==> src/rtl/pong_pkg.sv <==
// Shared constants and state encoding for the ping-pong game controller.
package pong_pkg;

    localparam int LED_W = 16;

    localparam logic [LED_W-1:0] LED_LEFT_END  = 16'h8000;
    localparam logic [LED_W-1:0] LED_RIGHT_END = 16'h0001;
    localparam logic [LED_W-1:0] LED_LEFT_WIN  = 16'hFF00;
    localparam logic [LED_W-1:0] LED_RIGHT_WIN = 16'h00FF;

    typedef enum logic [2:0] {
        SERVE     = 3'd0,
        MOVE_R    = 3'd1,
        MOVE_L    = 3'd2,
        POINT     = 3'd3,
        GAME_OVER = 3'd4
    } state_e;

endpackage

==> src/rtl/tick_gen.sv <==
// Ball-step timebase: counts 0..TICK_DIV-1 and pulses tick_o on the last count.
module tick_gen #(
    parameter int TICK_DIV = 12_500_000
) (
    input  logic clk,
    input  logic resetn,
    input  logic clear_i,
    output logic tick_o
);

    localparam int CW = $clog2(TICK_DIV);
    localparam logic [CW-1:0] LAST = CW'(TICK_DIV - 1);

    logic [CW-1:0] cnt_q, cnt_d;

    always_comb begin
        cnt_d = cnt_q;
        if (clear_i) begin
            cnt_d = '0;
        end else if (cnt_q == LAST) begin
            cnt_d = '0;
        end else begin
            cnt_d = cnt_q + 1'b1;
        end
    end

    always_ff @(posedge clk or negedge resetn) begin
        if (!resetn) begin
            cnt_q <= '0;
        end else begin
            cnt_q <= cnt_d;
        end
    end

    assign tick_o = (cnt_q == LAST);

endmodule

==> src/rtl/pong_game_ctrl.sv <==
// Rally sequencer for the ping-pong board: switch synchronisers, press detection,
// ball movement across the LEDs, point hold/flash and score keeping.
module pong_game_ctrl
    import pong_pkg::*;
#(
    parameter int TICK_DIV   = 12_500_000,
    parameter int POINT_HOLD = 4,
    parameter int WIN_SCORE  = 9
) (
    input  logic             clk,
    input  logic             resetn,
    input  logic             sw_left,
    input  logic             sw_right,
    output logic [LED_W-1:0] led,
    output logic [3:0]       score_l,
    output logic [3:0]       score_r,
    output logic             server,
    output logic             game_over
);

    localparam int HW = $clog2(POINT_HOLD + 1);
    localparam logic [HW-1:0] HOLD_LAST = HW'(POINT_HOLD - 1);
    localparam logic [3:0] WIN = 4'(WIN_SCORE);

    logic [1:0] syncLeft_q, syncRight_q;
    logic       prevLeft_q, prevRight_q;
    logic       pressLeft_q, pressRight_q;

    state_e           state_q, state_d;
    logic [LED_W-1:0] led_q, led_d;
    logic [3:0]       scoreL_q, scoreL_d;
    logic [3:0]       scoreR_q, scoreR_d;
    logic             server_q, server_d;
    logic             gameOver_q, gameOver_d;
    logic             winnerRight_q, winnerRight_d;
    logic [HW-1:0]    holdCnt_q, holdCnt_d;

    logic       tick;
    logic [3:0] newScore;

    // Any level change on a switch is a press; the pulse is registered so it lands 3 clk after the pin.
    always_ff @(posedge clk or negedge resetn) begin
        if (!resetn) begin
            syncLeft_q   <= '0;
            syncRight_q  <= '0;
            prevLeft_q   <= 1'b0;
            prevRight_q  <= 1'b0;
            pressLeft_q  <= 1'b0;
            pressRight_q <= 1'b0;
        end else begin
            syncLeft_q   <= {syncLeft_q[0], sw_left};
            syncRight_q  <= {syncRight_q[0], sw_right};
            prevLeft_q   <= syncLeft_q[1];
            prevRight_q  <= syncRight_q[1];
            pressLeft_q  <= syncLeft_q[1] ^ prevLeft_q;
            pressRight_q <= syncRight_q[1] ^ prevRight_q;
        end
    end

    tick_gen #(
        .TICK_DIV (TICK_DIV)
    ) u_tick_gen (
        .clk     (clk),
        .resetn  (resetn),
        .clear_i (state_d != state_q),
        .tick_o  (tick)
    );

    assign newScore = (winnerRight_q ? scoreR_q : scoreL_q) + 4'd1;

    // A hit press at the end position takes priority over a same-cycle tick.
    always_comb begin
        state_d       = state_q;
        led_d         = led_q;
        scoreL_d      = scoreL_q;
        scoreR_d      = scoreR_q;
        server_d      = server_q;
        gameOver_d    = gameOver_q;
        winnerRight_d = winnerRight_q;
        holdCnt_d     = holdCnt_q;
        case (state_q)
            SERVE: begin
                led_d = server_q ? LED_RIGHT_END : LED_LEFT_END;
                if (!server_q && pressLeft_q) begin
                    state_d = MOVE_R;
                end else if (server_q && pressRight_q) begin
                    state_d = MOVE_L;
                end
            end
            MOVE_R: begin
                if (led_q == LED_RIGHT_END) begin
                    if (pressRight_q) begin
                        state_d = MOVE_L;
                    end else if (tick) begin
                        state_d       = POINT;
                        winnerRight_d = 1'b0;
                        holdCnt_d     = '0;
                        led_d         = '0;
                    end
                end else if (tick) begin
                    led_d = led_q >> 1;
                end
            end
            MOVE_L: begin
                if (led_q == LED_LEFT_END) begin
                    if (pressLeft_q) begin
                        state_d = MOVE_R;
                    end else if (tick) begin
                        state_d       = POINT;
                        winnerRight_d = 1'b1;
                        holdCnt_d     = '0;
                        led_d         = '0;
                    end
                end else if (tick) begin
                    led_d = led_q << 1;
                end
            end
            POINT: begin
                if (tick) begin
                    if (holdCnt_q == HOLD_LAST) begin
                        if (winnerRight_q) begin
                            scoreR_d = newScore;
                        end else begin
                            scoreL_d = newScore;
                        end
                        if (newScore == WIN) begin
                            state_d    = GAME_OVER;
                            gameOver_d = 1'b1;
                            led_d      = winnerRight_q ? LED_RIGHT_WIN : LED_LEFT_WIN;
                        end else begin
                            state_d  = SERVE;
                            server_d = ~winnerRight_q;
                            led_d    = winnerRight_q ? LED_LEFT_END : LED_RIGHT_END;
                        end
                    end else begin
                        holdCnt_d = holdCnt_q + 1'b1;
                        led_d     = holdCnt_q[0] ? '0 : '1;
                    end
                end
            end
            GAME_OVER: begin
                gameOver_d = 1'b1;
            end
            default: begin
                state_d = SERVE;
            end
        endcase
    end

    always_ff @(posedge clk or negedge resetn) begin
        if (!resetn) begin
            state_q       <= SERVE;
            led_q         <= LED_LEFT_END;
            scoreL_q      <= '0;
            scoreR_q      <= '0;
            server_q      <= 1'b0;
            gameOver_q    <= 1'b0;
            winnerRight_q <= 1'b0;
            holdCnt_q     <= '0;
        end else begin
            state_q       <= state_d;
            led_q         <= led_d;
            scoreL_q      <= scoreL_d;
            scoreR_q      <= scoreR_d;
            server_q      <= server_d;
            gameOver_q    <= gameOver_d;
            winnerRight_q <= winnerRight_d;
            holdCnt_q     <= holdCnt_d;
        end
    end

    assign led       = led_q;
    assign score_l   = scoreL_q;
    assign score_r   = scoreR_q;
    assign server    = server_q;
    assign game_over = gameOver_q;

endmodule

==> config.mk <==
export PLATFORM = sky130hd
export DESIGN_NAME = pong_game_ctrl
export DESIGN_NICKNAME = d
export VERILOG_FILES = /design/src/rtl/pong_pkg.sv /design/src/rtl/tick_gen.sv /design/src/rtl/pong_game_ctrl.sv
export SDC_FILE = /design/constraint.sdc
export NUM_CORES = 1
export LEC_CHECK = 0
export ABC_AREA = 1
export BUFFER_PORTS_ARGS = -buffer_cell sky130_fd_sc_hd__buf_2
export CAP_MARGIN = 20
export CORE_ASPECT_RATIO = 2
export CORE_MARGIN = 2
export CORE_UTILIZATION = 45
export DETAILED_ROUTE_END_ITERATION = 10
export SYNTH_ARGS = -nofsm -noshare
export SYNTH_HDL_FRONTEND = slang
export SYNTH_SLANG_ARGS = --single-unit
==> constraint.sdc <==
create_clock -name clk -period 3.26 [get_ports clk]
set_input_delay 0.652 -clock clk [delete_from_list [all_inputs] [get_ports clk]]
set_output_delay 0.652 -clock clk [all_outputs]
set_load 0.1 [all_outputs]
## Word-level counts from Yosys, hierarchy flattened

Cells that the tools add are included.

- Equal/unequal tests: 24
- Reductions and logical operators: 15
- Bitwise operators: 4
- $add $sub $neg: 3
- Muxes and demuxes: 48

Operators with widths:

| kind | number |
|---|---|
| two-way mux 16 bit | 14 |
| case mux 16 bit (4 select lines) | 1 |
| two-way mux 3 bit | 17 |
| two-way mux 24 bit | 2 |
| adder 24 x 1 -> 24 bit (second input constant) | 1 |
| == test 24 bit (second input constant) | 1 |
| != test 2 bit (second input constant) | 10 |
| == test 16 x 1 -> 1 bit (second input constant) | 1 |
| == test 16 bit (second input constant) | 1 |
| AND reduction 4 bit | 4 |
| case mux 3 bit (5 select lines) | 1 |
| AND reduction 7 bit | 2 |
| != test 3 bit (second input constant) | 4 |
| == test 3 x 2 -> 1 bit (second input constant) | 3 |
| two-way mux 1 bit | 9 |
| case mux 3 bit (3 select lines) | 1 |
| AND reduction 6 bit | 1 |
| adder 4 x 1 -> 4 bit (second input constant) | 1 |
| == test 4 bit (second input constant) | 1 |
| two-way mux 4 bit | 1 |
| case mux 1 bit (2 select lines) | 2 |
| nonzero test 2 bit | 2 |
| nonzero test 4 bit | 1 |
| adder 3 x 1 -> 3 bit (second input constant) | 1 |
| other kinds (9) | 12 |

- Logic and storage cells: 109
- Bits in registers: 65
- Output and inout port bits: 26
- Input bits: 4

## Longest topological paths before layout

Gate-level depths: netlist of the first run.

- Depth after elaboration: 9
- Mapped depth: 15
- Gate-level depth less buffers: 14

## Hierarchy

A second synthesis of the first run with hierarchy kept.

- Cells, all modules: 487
- Area total of the unflattened synthesis: 3793.6 um^2

Modules (own cells, without submodules):

| module | area an instance (um^2) | seq. area each (um^2) | cells each | times used |
|---|---|---|---|---|
| pong_game_ctrl | 2382.3 | 1027.2 | 313 | 1 |
| tick_gen | 1411.4 | 600.6 | 174 | 1 |

## Worst setup path after synthesis of the first run

OpenSTA, ideal clock, no wires.

- Path type: register -> register
- Start point: register scoreR_q[0] (netlist: score_r[0])
- End point: register led_q[0] (netlist: led[0])
- Path slack: 0.586 ns
- Arrival: 2.548 ns
- Path buffers: 0
- Required time: 3.135 ns
- Stages on the path, launching flop included: 13
- Period minus slack after synthesis: 2.674 ns
- Path through: dfrtp_1 > inv_1 > nand2_1 > o21a_1 > ha_1 > xnor2_1 > nand2_1 > nor2_1 > ha_1 > o21ai_0 > nand3_1 > a21oi_1 > o21ai_1

- Cells in the longest elaborated chain, start to end: 7

Ends and longest elaborated chain:

| element | line | text |
|---|---|---|
| from (decl) | pong_game_ctrl.sv:32 | `logic [3:0] scoreR_q, scoreR_d;` |
| from (signal assigned) | pong_game_ctrl.sv:164 | `scoreR_q <= scoreR_d;` |
| two-way mux 4 bit | pong_game_ctrl.sv:69 | `assign newScore = (winnerRight_q ? scoreR_q : scoreL_q) + 4'd1;` |
| adder 4 x 1 -> 4 bit | pong_game_ctrl.sv:69 |  |
| == test 4 bit | pong_game_ctrl.sv:126 | `if (newScore == WIN) begin` |
| two-way mux 16 bit | pong_game_ctrl.sv:126 |  |
| two-way mux 16 bit | pong_game_ctrl.sv:120 | `if (holdCnt_q == HOLD_LAST) begin` |
| two-way mux 16 bit | pong_game_ctrl.sv:119 | `if (tick) begin` |
| case mux 16 bit (4 select lines) | pong_game_ctrl.sv:81 | `case (state_q)` |
| to (signal assigned) | pong_game_ctrl.sv:162 | `led_q <= led_d;` |
| to (decl) | pong_game_ctrl.sv:30 | `logic [LED_W-1:0] led_q, led_d;` |

No other way between the ends. The select of a mux whose other input is x is not followed.
A chain may end at the register's enable or synchronous reset.

## Worst setup path after layout of the first run

- Start point: register winnerRight_q
- End point: register led_q[1] (netlist: led[1])

- Cells in the longest elaborated chain, start to end: 7
- Elaborated cells between the ends (all ways): 8
- Classes of those cells: 1 x add/sub; 1 x eq/ne; 6 x mux

Ends and longest elaborated chain:

| element | line | text |
|---|---|---|
| from (decl) | pong_game_ctrl.sv:35 | `logic winnerRight_q, winnerRight_d;` |
| from (signal assigned) | pong_game_ctrl.sv:167 | `winnerRight_q <= winnerRight_d;` |
| two-way mux 4 bit | pong_game_ctrl.sv:69 |  |
| adder 4 x 1 -> 4 bit | pong_game_ctrl.sv:69 |  |
| == test 4 bit | pong_game_ctrl.sv:126 |  |
| two-way mux 16 bit * | pong_game_ctrl.sv:126 |  |
| two-way mux 16 bit * | pong_game_ctrl.sv:120 |  |
| two-way mux 16 bit * | pong_game_ctrl.sv:119 |  |
| case mux 16 bit (4 select lines) * | pong_game_ctrl.sv:81 |  |

Mark *: on every way between the ends. The rest lies on a longest branch, timed or not. The select of a mux whose other input is x is not followed.

==> impl.org, run 1 <==
** Clocking
- Max Root-Sink Buffers :: 2
- Clock Latency Late Sink :: between 300 and 400 ps
- In this run, post-CTS repair resized a total of 0 instances.
- CTS built an H-tree with a depth of 3.
- Root buf cell :: clkbuf_16
- Buffers inserted during clock tree synthesis total 9.
- After clock tree synthesis, the flow added hold-fix buffers numbering 0.
- Number of clock sinks seen by CTS :: 65
- Clock-pin slew was measured on the worst setup and hold paths at ~60 ps.
- TritonCTS built the clock tree.
- Number of setup buffers added after CTS :: 0

** Cells and area
- Summing all multi-input logic gate instances after layout gives ~2000 sq um.
- Number of inserted filler cells in the final layout :: between 800 and 900
- In the final layout, flip-flops and latches occupy 1630 sq um.
- For this run, the number of standard cells in the final layout without fillers is ~640.
- # nets final :: about 540
- Cells with a size suffix above 1 make up 24.1% of the layout.
- The area growth from synthesis to layout is 12.8%.
- Diodes inserted :: 0

** Worst setup path
- Type of the worst setup path :: register to register
- Data on the critical path arrives at its endpoint at between 2000 and 3000 ps.
- Worst EP required :: 3480 ps
- Along the worst path, the maximum fanout reaches 9.
- STA classifies the critical path endpoint as a register.
- The worst setup path is launched from a register.

** Route
- After detailed routing, the total wire length is between 10 and 15 mm.
- Dividing the detail-routed via count by the number of cells gives 5.36.
- In the routed design, unresolved DRC markers number 0.
- The first routing iteration left 167 violations.
- Signal routing reaches up to met4.
- The routed layout has ~3,400 vias.
- Routed wire length per instance :: about 16 um
- The routed design uses a little over 6 mm of met2 wire.
- Routed length on met1 :: 3.58 mm
- Routed wl met3 :: 246 um
- Detail Route Antenna Nets :: 0
- Before antenna repair, the detailed router went through 7 iterations.

** Yosys
- Largest area contributor in the synthesized netlist :: dfrtp_1
- Of the total synthesized cell area, the portion taken by full adders, half adders and majority gates is around 2.2%.
- Average footprint of a synthesized cell :: 8.07 sq um
- In this run, distinct cell masters in the synthesized netlist total a little over 40.
- Dominant cells by area after synthesis :: dfrtp_1 40%, nand2_1 11%, nor2_4 7.3%, nand3_1 4.6%, inv_1 4.5%
- By area, the combinational part of the netlist is dominated by simple AND/OR/NAND/NOR gates.
- Total standard cell area after synthesis :: a little over 4000 sq um
- Among all flip-flop cells after synthesis, the most frequent one is dfrtp_1.
- Xor and xnor area share after synthesis :: 2.17%
- The portion of synthesized area spent on multiplexers is 0%.
- After synthesis, the largest area contributor takes up around two fifths of total cell area.
- After technology mapping, the gate count stands at around 500.
- Of the total synthesized cell area, the portion taken by AND, OR, NAND and NOR gates is 36.1%.
- The synthesized design contains 0 enable-type register cells.
- After synthesis the netlist holds a flip-flop and latch count of 65.
- Summing the areas of all compound-gate instances in the mapped netlist gives 10.7% of the synthesized area.
- Counting every net in the synthesized netlist gives slightly above 500.
- Number of warnings reported in the yosys synthesis log :: 0
- For this run, asynchronously set or reset flops after synthesis account for 100%.
- Sequential share of the synthesized area :: 40.4%

** Min path
- Worst hold path class :: register to register

** STA
- Setup repair after global routing left no endpoint under its margin.
- Dividing the final minimum period by the clock period gives approximately 77%.
- After routing, the total negative slack on setup checks comes to 0 ps.
- Max transition margin :: slightly below 50%
- Final hold violations :: 0
- Shortest period the worst path allows :: about 2500 ps
- Transition time of the tightest slew-check pin :: approximately 760 ps
- Worst-case clock skew :: between 5 and 6 ps
- Fmax :: roughly 400 MHz
- # setup viols final :: 0
- Slew Limit Fails :: 0

** Pwr
- Power per standard cell area :: ~610 nW/um^2
- Maximum vdd drop :: 0.382 mV
- Leakage power :: approximately 2 nW

** Die
- Starting utilization of the core area :: ~47%
- Core Region :: approximately 8600 sq um
- 30 I/O pins were placed.
- Die Wd :: a little over 70 um
- Height of the chip :: between 100 and 150 um
- The die covers around 10000 sq um.
- Total number of placement rows :: 48

** Place
- Including well taps, the total number of placed cells is between 600 and 700.
- Number of buffers inserted by port buffering :: 29
- Post-detailed-placement half-perimeter wirelength :: approximately 8 mm
- Routability congestion estimate from global placement :: ~0.95

** GRT
- The first global-routing pass estimated 16.7 mm of wire.
- Entering global routing, the biggest net connects 35 pins.
- Initial antenna violation count :: 0
- Number of global-route vias before repair :: around 3,400
- Total routing resource utilization after global routing :: 22.7%
- Congestion Overflow GR :: 0

** Flow run
- Max-cap violations :: 0

** Outcome
- Status :: completed
-- metrics by stage --
step                hold slack [ps]  instance area (sq um)  worst slack (ps)  utilization (%)  power (mW)
floorplan                       331                   4030               586                -        1.68
global placement                333                   4260               811             49.2        1.83
detailed placement              346                   4260               720             49.2        1.84
CTS                             359                   4540               698             52.5        2.79
global route                    377                   4540               404             52.5        2.87
finish                          354                   4540               746             52.5        2.77
-- registers in the layout, indices dropped and copies added, names as in the netlist, 2 cells and up --
signal,cells
holdCnt_q,3
led,16
score_l,4
score_r,4
state_q,3
syncLeft_q,2
syncRight_q,2
u_tick_gen.cnt_q,24
-- where the power goes --
part | switching [mW] | internal, mW
combinational | 0.669 | 0.190
sequential | 0.0654 | 0.892
clock | 0.346 | 0.602
total | 1.08 | 1.69
-- cells in the mapped netlist (all sizes together) (6+ instances only) --
cell type  count
nand2        132
nor2          67
dfrtp         64
inv           64
nand3         40
o21ai         37
nand4         12
o221ai        12
nor3          11
a21oi          8
xor2           8
buf            7
ha             7
nor4           6
or2            6
-- layer usage --
layer,vias up,GRT usage [%]
li1,1701,-
met1,1616,20.9
met2,63,44.8
met3,31,3.58
met4,0,13.9
met5,-,0
-- worst paths after layout --
kind / to / cells after the start / from / slack [ps]
setup / recovery: led[1] / 12 / winnerRight_q / 750
hold / removal: syncRight_q[1] / 0 / syncRight_q[0] / 350
setup reg to reg: led[1] / 12 / winnerRight_q / 750
hold reg to reg: syncRight_q[1] / 0 / syncRight_q[0] / 350
max in group asynchronous: led[15] / 2 / resetn / 2180
min in group asynchronous: led[4] / 1 / resetn / 380
-- layout by cell type (no fill, tap or decap), types with 2 or more instances in the layout --
cell         n
o21ai_0     19
o211ai_1     2
a21oi_1      6
or2_2        6
o21bai_1     2
nand4_1     11
buf_4        2
nand2_2     16
nand3_1     37
a21oi_2      2
buf_2       29
o221ai_1    12
ha_1         7
nand3_2      3
nand2_1    114
nor3_1       9
nor2_2       2
a21o_1       2
dfrtp_1     64
clkbuf_16    9
o21ai_1     12
nor4_1       6
inv_2       16
o21ai_2      6
xor2_1       8
nand2_4      2
nor2_1      39
nor2_4      26
xnor2_1      2
buf_12       2
inv_1       48
nor3b_1      2
nor3_2       2
-- kinds of logic after synthesis --
group	after synthesis
buf+inv	75
fa+ha+maj	7
flops	65
simple gates	276
compound gates	66
xor+xnor	10
-- worst max-delay path: stages (launching register included) --
cell,delay [ps]
dfrtp_1,480
inv_1,150
nand2_1,80
nand2_1,80
ha_1,190
xnor2_1,150
nand2_1,100
nor2_1,90
ha_1,210
o21ai_1,460
o21ai_0,180
a21oi_1,150
o21ai_1,80
-- final cells by class --
type                       count  share of cell area, %
timing repair buffer          33                   4.41
multi-input combinational    359                   45.4
tap                          100                   2.75
sequential                    65                   35.8
inverter                      65                   5.37
clock buffer                  11                   5.34
clock inverter                 3                  0.936
Note: power is estimated with default switching activity, not from simulation.
==> inputs of run 2 (changes only) <==
--- a/config.mk
+++ b/config.mk
@@ -5,13 +5,14 @@
 export SDC_FILE = /design/constraint.sdc
 export NUM_CORES = 1
 export LEC_CHECK = 0
-export ABC_AREA = 1
+export ABC_AREA = 0
 export BUFFER_PORTS_ARGS = -buffer_cell sky130_fd_sc_hd__buf_2
 export CAP_MARGIN = 20
 export CORE_ASPECT_RATIO = 2
 export CORE_MARGIN = 2
 export CORE_UTILIZATION = 45
 export DETAILED_ROUTE_END_ITERATION = 10
+export PLACE_DENSITY = 0.65
 export SYNTH_ARGS = -nofsm -noshare
 export SYNTH_HDL_FRONTEND = slang
 export SYNTH_SLANG_ARGS = --single-unit
==> constraint.sdc (replaced) <==
create_clock -name clk -period 2.3 [get_ports clk]
set_input_delay 0.46 -clock clk [delete_from_list [all_inputs] [get_ports clk]]
set_output_delay 0.46 -clock clk [all_outputs]
set_load 0.1 [all_outputs]
==> impl.org, run 2 <==
** GRT
- The overall routing resource usage is 21.9% (-0.84 points).
- The number of global-route vias before repair is 2,960 (-14%).
- Congestion Overflow GR :: 0 (unchanged)
- The initial antenna violation count was 0 (unchanged).
- The largest net degree at the start of global routing was 36 (+2.9%).
- Global-route wire length before repair :: 14.5 mm (-13%)

** Worst setup path
- Setup crit start kind :: register
- Following the worst setup path forward leads to its endpoint at led[0].
- The worst setup path is captured at a register.
- Critical path arrival :: 2570 ps (-170 ps)
- Worst reg-to-reg path cell count :: 11 (-1)
- Worst r2r src :: score_l[1]
- The endpoint identified for the worst register-to-register timing path is led[0].
- Setup slack of the most critical reg-to-reg path :: -40 ps (-790 ps)
- Type of the worst setup path :: register to register
- Worst EP required :: 2520 ps (-960 ps)
- Maximum fanout along the worst path :: 4 (-5)
- The most critical setup path has its startpoint at score_l[1].

** STA
- Part of the cycle the worst path needs :: 102% (+25 points)
- The slew at the pin with the worst max-slew slack is 527 ps (-230 ps).
- The final setup skew came to 6.15 ps (+0.250 ps).
- The count of pins over their slew limit came to 0 (unchanged).
- The count of endpoints failing hold in the final timing report was 0 (unchanged).
- Final WS setup :: -44.3 ps (-790 ps)
- The total setup violations reported at the end of the flow was 8 (+8).
- The shortest period the worst path allows is 2340 ps (-170 ps).
- Max transition margin :: 64.4% (+15 points)
- The maximum achievable frequency is 427 MHz (+7.2%).
- Hold Slack :: 227 ps (-126 ps)
- Unrepaired setup endpoints after global routing :: true

** Yosys
- Leading cell type by number of instances after synthesis :: dfrtp_1
- The flip-flop and latch count after synthesis came to 65 (unchanged).
- The number of enable-type register cells in the synthesized netlist is 0 (unchanged).
- Top cell type's share of synthesized area :: 44.7% (+4.9 points)
- The cell count after synthesis was 338 (-32%).
- The sequential fraction of the synthesis area is 45.4% (+5.0 points).
- Synth cell types :: 57 (+39%)
- Total standard cell area after synthesis :: 3580 sq um (-11%)
- The per-instance average area after synthesis was 10.6 sq um (+31%).
- The post-synthesis net count is 349 (-32%).
- Largest area contributor in the synthesized netlist :: dfrtp_1
- Number of warnings reported in the yosys synthesis log :: 0 (unchanged)
- Fraction of registers with async set or reset after synthesis :: 100% (unchanged)
- Dominant cells by area after synthesis :: dfrtp_1 45%, nor2_1 4.9%, xnor2_1 4.6%, o2bb2ai_1 3.9%, a221oi_1 3.7%
- Most instantiated cells after synthesis :: 64 x dfrtp_1, 47 x nor2_1, 19 x xnor2_1
- Top_reg_cell synth :: dfrtp_1

** Die
- The effective utilization at floorplan was 45.8% (-0.79 points).
- The height of the chip is 130 um (-5.5%).
- The total die area came to 8740 sq um (-11%).
- The standard-cell row count was 46 (-4.2%).
- Die Wd :: 67.1 um (-5.4%)
- Core Region :: 7830 sq um (-9.5%)
- The count of boundary I/O pins was 30 (unchanged).

** Clocking
- The register clock-pin slew on the reported worst setup and hold paths was 60 ps (about the same).
- Num CTS Buffers :: 9 (unchanged)
- Max Root-Sink Buffers :: 2 (unchanged)
- TritonCTS built the clock tree.
- The root buffer cell chosen for the clock tree is clkbuf_16.
- Count of H-tree levels built during CTS :: 3 (unchanged)
- The total number of clock tree sinks is 65 (unchanged).
- Clock Latency Late Sink :: 340 ps (about the same)

** Pwr
- Power share of the clock group :: 46.9% (+13 points)
- The switching power share of the total is 26.1% (-13 points).
- Overall power of the completed layout :: 3.12 mW (+13%)
- Leakage power :: 2.07 nW (+0.30%)
- Logic pwr share :: 10.5% (-21 points)
- The internal power was 2.31 mW (+37%).
- Switch Pwr :: 812 uW (-25%)
- Part of the total power dissipated in sequential elements :: 42.6% (+8.0 points)
- Maximum vdd drop :: 0.496 mV (+30%)
- The power density relative to cell area is 667 nW/um^2 (+9.5%).

** Place
- Routability congestion estimate from global placement :: 0.886 (-7.1%)
- Number of buffers inserted by port buffering :: 29 (unchanged)
- The HPWL after detailed placement is 6.11 mm (-24%).

** Outcome
- Violations in the final reports :: setup timing
- Status :: complete, but fails checks

** Cells and area
- Top library cells by usage in the layout, fill and taps aside :: 44 x nor2_1, 44 x buf_4, 42 x dfrtp_1
- u_tick_gen.cnt_q holds more flip-flops than any other register.
- From synthesis to final layout, the design area changed by 30.5%.
- Diodes inserted :: 0 (unchanged)
- # nets final :: 423 (-22%)
- The flip-flop count of the largest register, all copies and words added was 24 (unchanged).
- Ratio of cells with drive above 1 in the final layout :: 38.1% (+14 points)

** Route
- Detail Route Antenna Nets :: 0 (unchanged)
- The number of iterations in the first detailed-routing pass came to 4 (-3).
- Drt initial violations :: 239 (+43%)
- The average via count per standard cell is 5.69 (+6.0%).
- Post-detailed-route DRC marker count :: 0 (unchanged)
- The detail-routed net length per standard cell came to 17.0 um (+3.5%).
- The overall routed net length came to 8.71 mm (-17%).
- The number of vias after detailed routing is 2,917 (-14%).

** Min path
- Startpoint of the worst hold path :: sw_left
- In this run the worst hold path is classified as primary input to register.

** Flow run
- The number of violations of the max-capacitance limit is 0 (unchanged).
run 2: cell count changes in the layout (fill, tap and decap cells not counted), moves of 17 or more:
| cell | delta |
|---|---|
| buf_4 | +42 |
| dfrtp_1 | -22 |
| dfrtp_2 | +17 |
| inv_1 | -34 |
| nand2_1 | -97 |
| nand3_1 | -24 |
| nor2_4 | -25 |
| o21ai_0 | -17 |
| xnor2_1 | +17 |
run 2: cell type report:
cell class	count	area (sq um)
fillers	681	3150
repair buffers	77	546
clock buffers	9	225
inverters	14	52.6
flip-flops and latches	65	1670
well taps	96	120
clock inverters	7	95.1
multi-input cells	245	1970
run 2: repair_timing:
action | in CTS | in global routing
endpoints found under the setup margin | 21 | 49
resized for setup | 2 | 22
hold buffers | 1 | 0
setup buffers | 2 | 3
endpoints found under the hold margin | 2 | 0
pin swaps | 3 | 13
run 2: worst min path at each step:
stage                      endpoint  slack [ps]  cells past startpoint
2_1_floorplan             game_over         160                      0
3_3_place_gp   u_tick_gen.cnt_q[13]         260                      1
3_5_place_dp   u_tick_gen.cnt_q[13]         270                      1
4_1_cts               syncLeft_q[0]         220                      1
5_1_grt               syncLeft_q[0]         230                      1
6_report              syncLeft_q[0]         230                      1
run 2: kinds of logic after synthesis:
family,after synthesis,share of synthesized area [%]
DFF,65,45.4
xor gates and xnor gates,33,8.07
buffers and inverters,28,3.60
AOI/OAI and AO/OA,59,14.7
adders and majority gates,7,2.44
muxes,10,3.14
and+or+nand+nor,136,22.7
run 2: metrics by stage:
step / std cells / cell area (sq um) / setup slack (ps) / util [%] / TNS [ps]
after floorplan: 338 / 3650 / -22.6 / - / -22.6
after global placement: 491 / 4170 / -39.1 / 53.3 / -298
after detailed placement: 491 / 4170 / -22.4 / 53.3 / -142
after CTS: 510 / 4550 / -14.1 / 58.1 / -31.0
after global routing: 513 / 4680 / -201 / 59.7 / -2640
final: 513 / 4680 / -44.3 / 59.7 / -175
run 2: worst max-delay path, cell delays in order (launching register included):
cell	delay, ps
dfrtp_4	490
mux2i_2	180
inv_1	70
ha_2	190
xor2_1	150
nand2_1	110
a211oi_4	290
ha_1	310
a21oi_2	140
o22ai_1	70
a21oi_1	140
o2bb2ai_1	80
run 2: metal layers:
metal | part of all wire (%) | track usage (%) | up-vias
li1 | - | - | 1385
met3 | 3.4 | 4.22 | 10
met1 | 45 | 29.6 | 1470
met4 | 1.6 | 8.28 | 0
met2 | 50 | 34.4 | 52
met5 | 0 | 0 | -
run 2: power by group through the flow:
stage / logic [mW] / registers [mW] / clock network, mW
floorplan: 0.171 / 1.37 / 0
finish: 0.327 / 1.33 / 1.46
global route: 0.367 / 1.34 / 1.53
global placement: 0.299 / 1.33 / 0
detailed placement: 0.314 / 1.34 / 0
CTS: 0.324 / 1.32 / 1.49
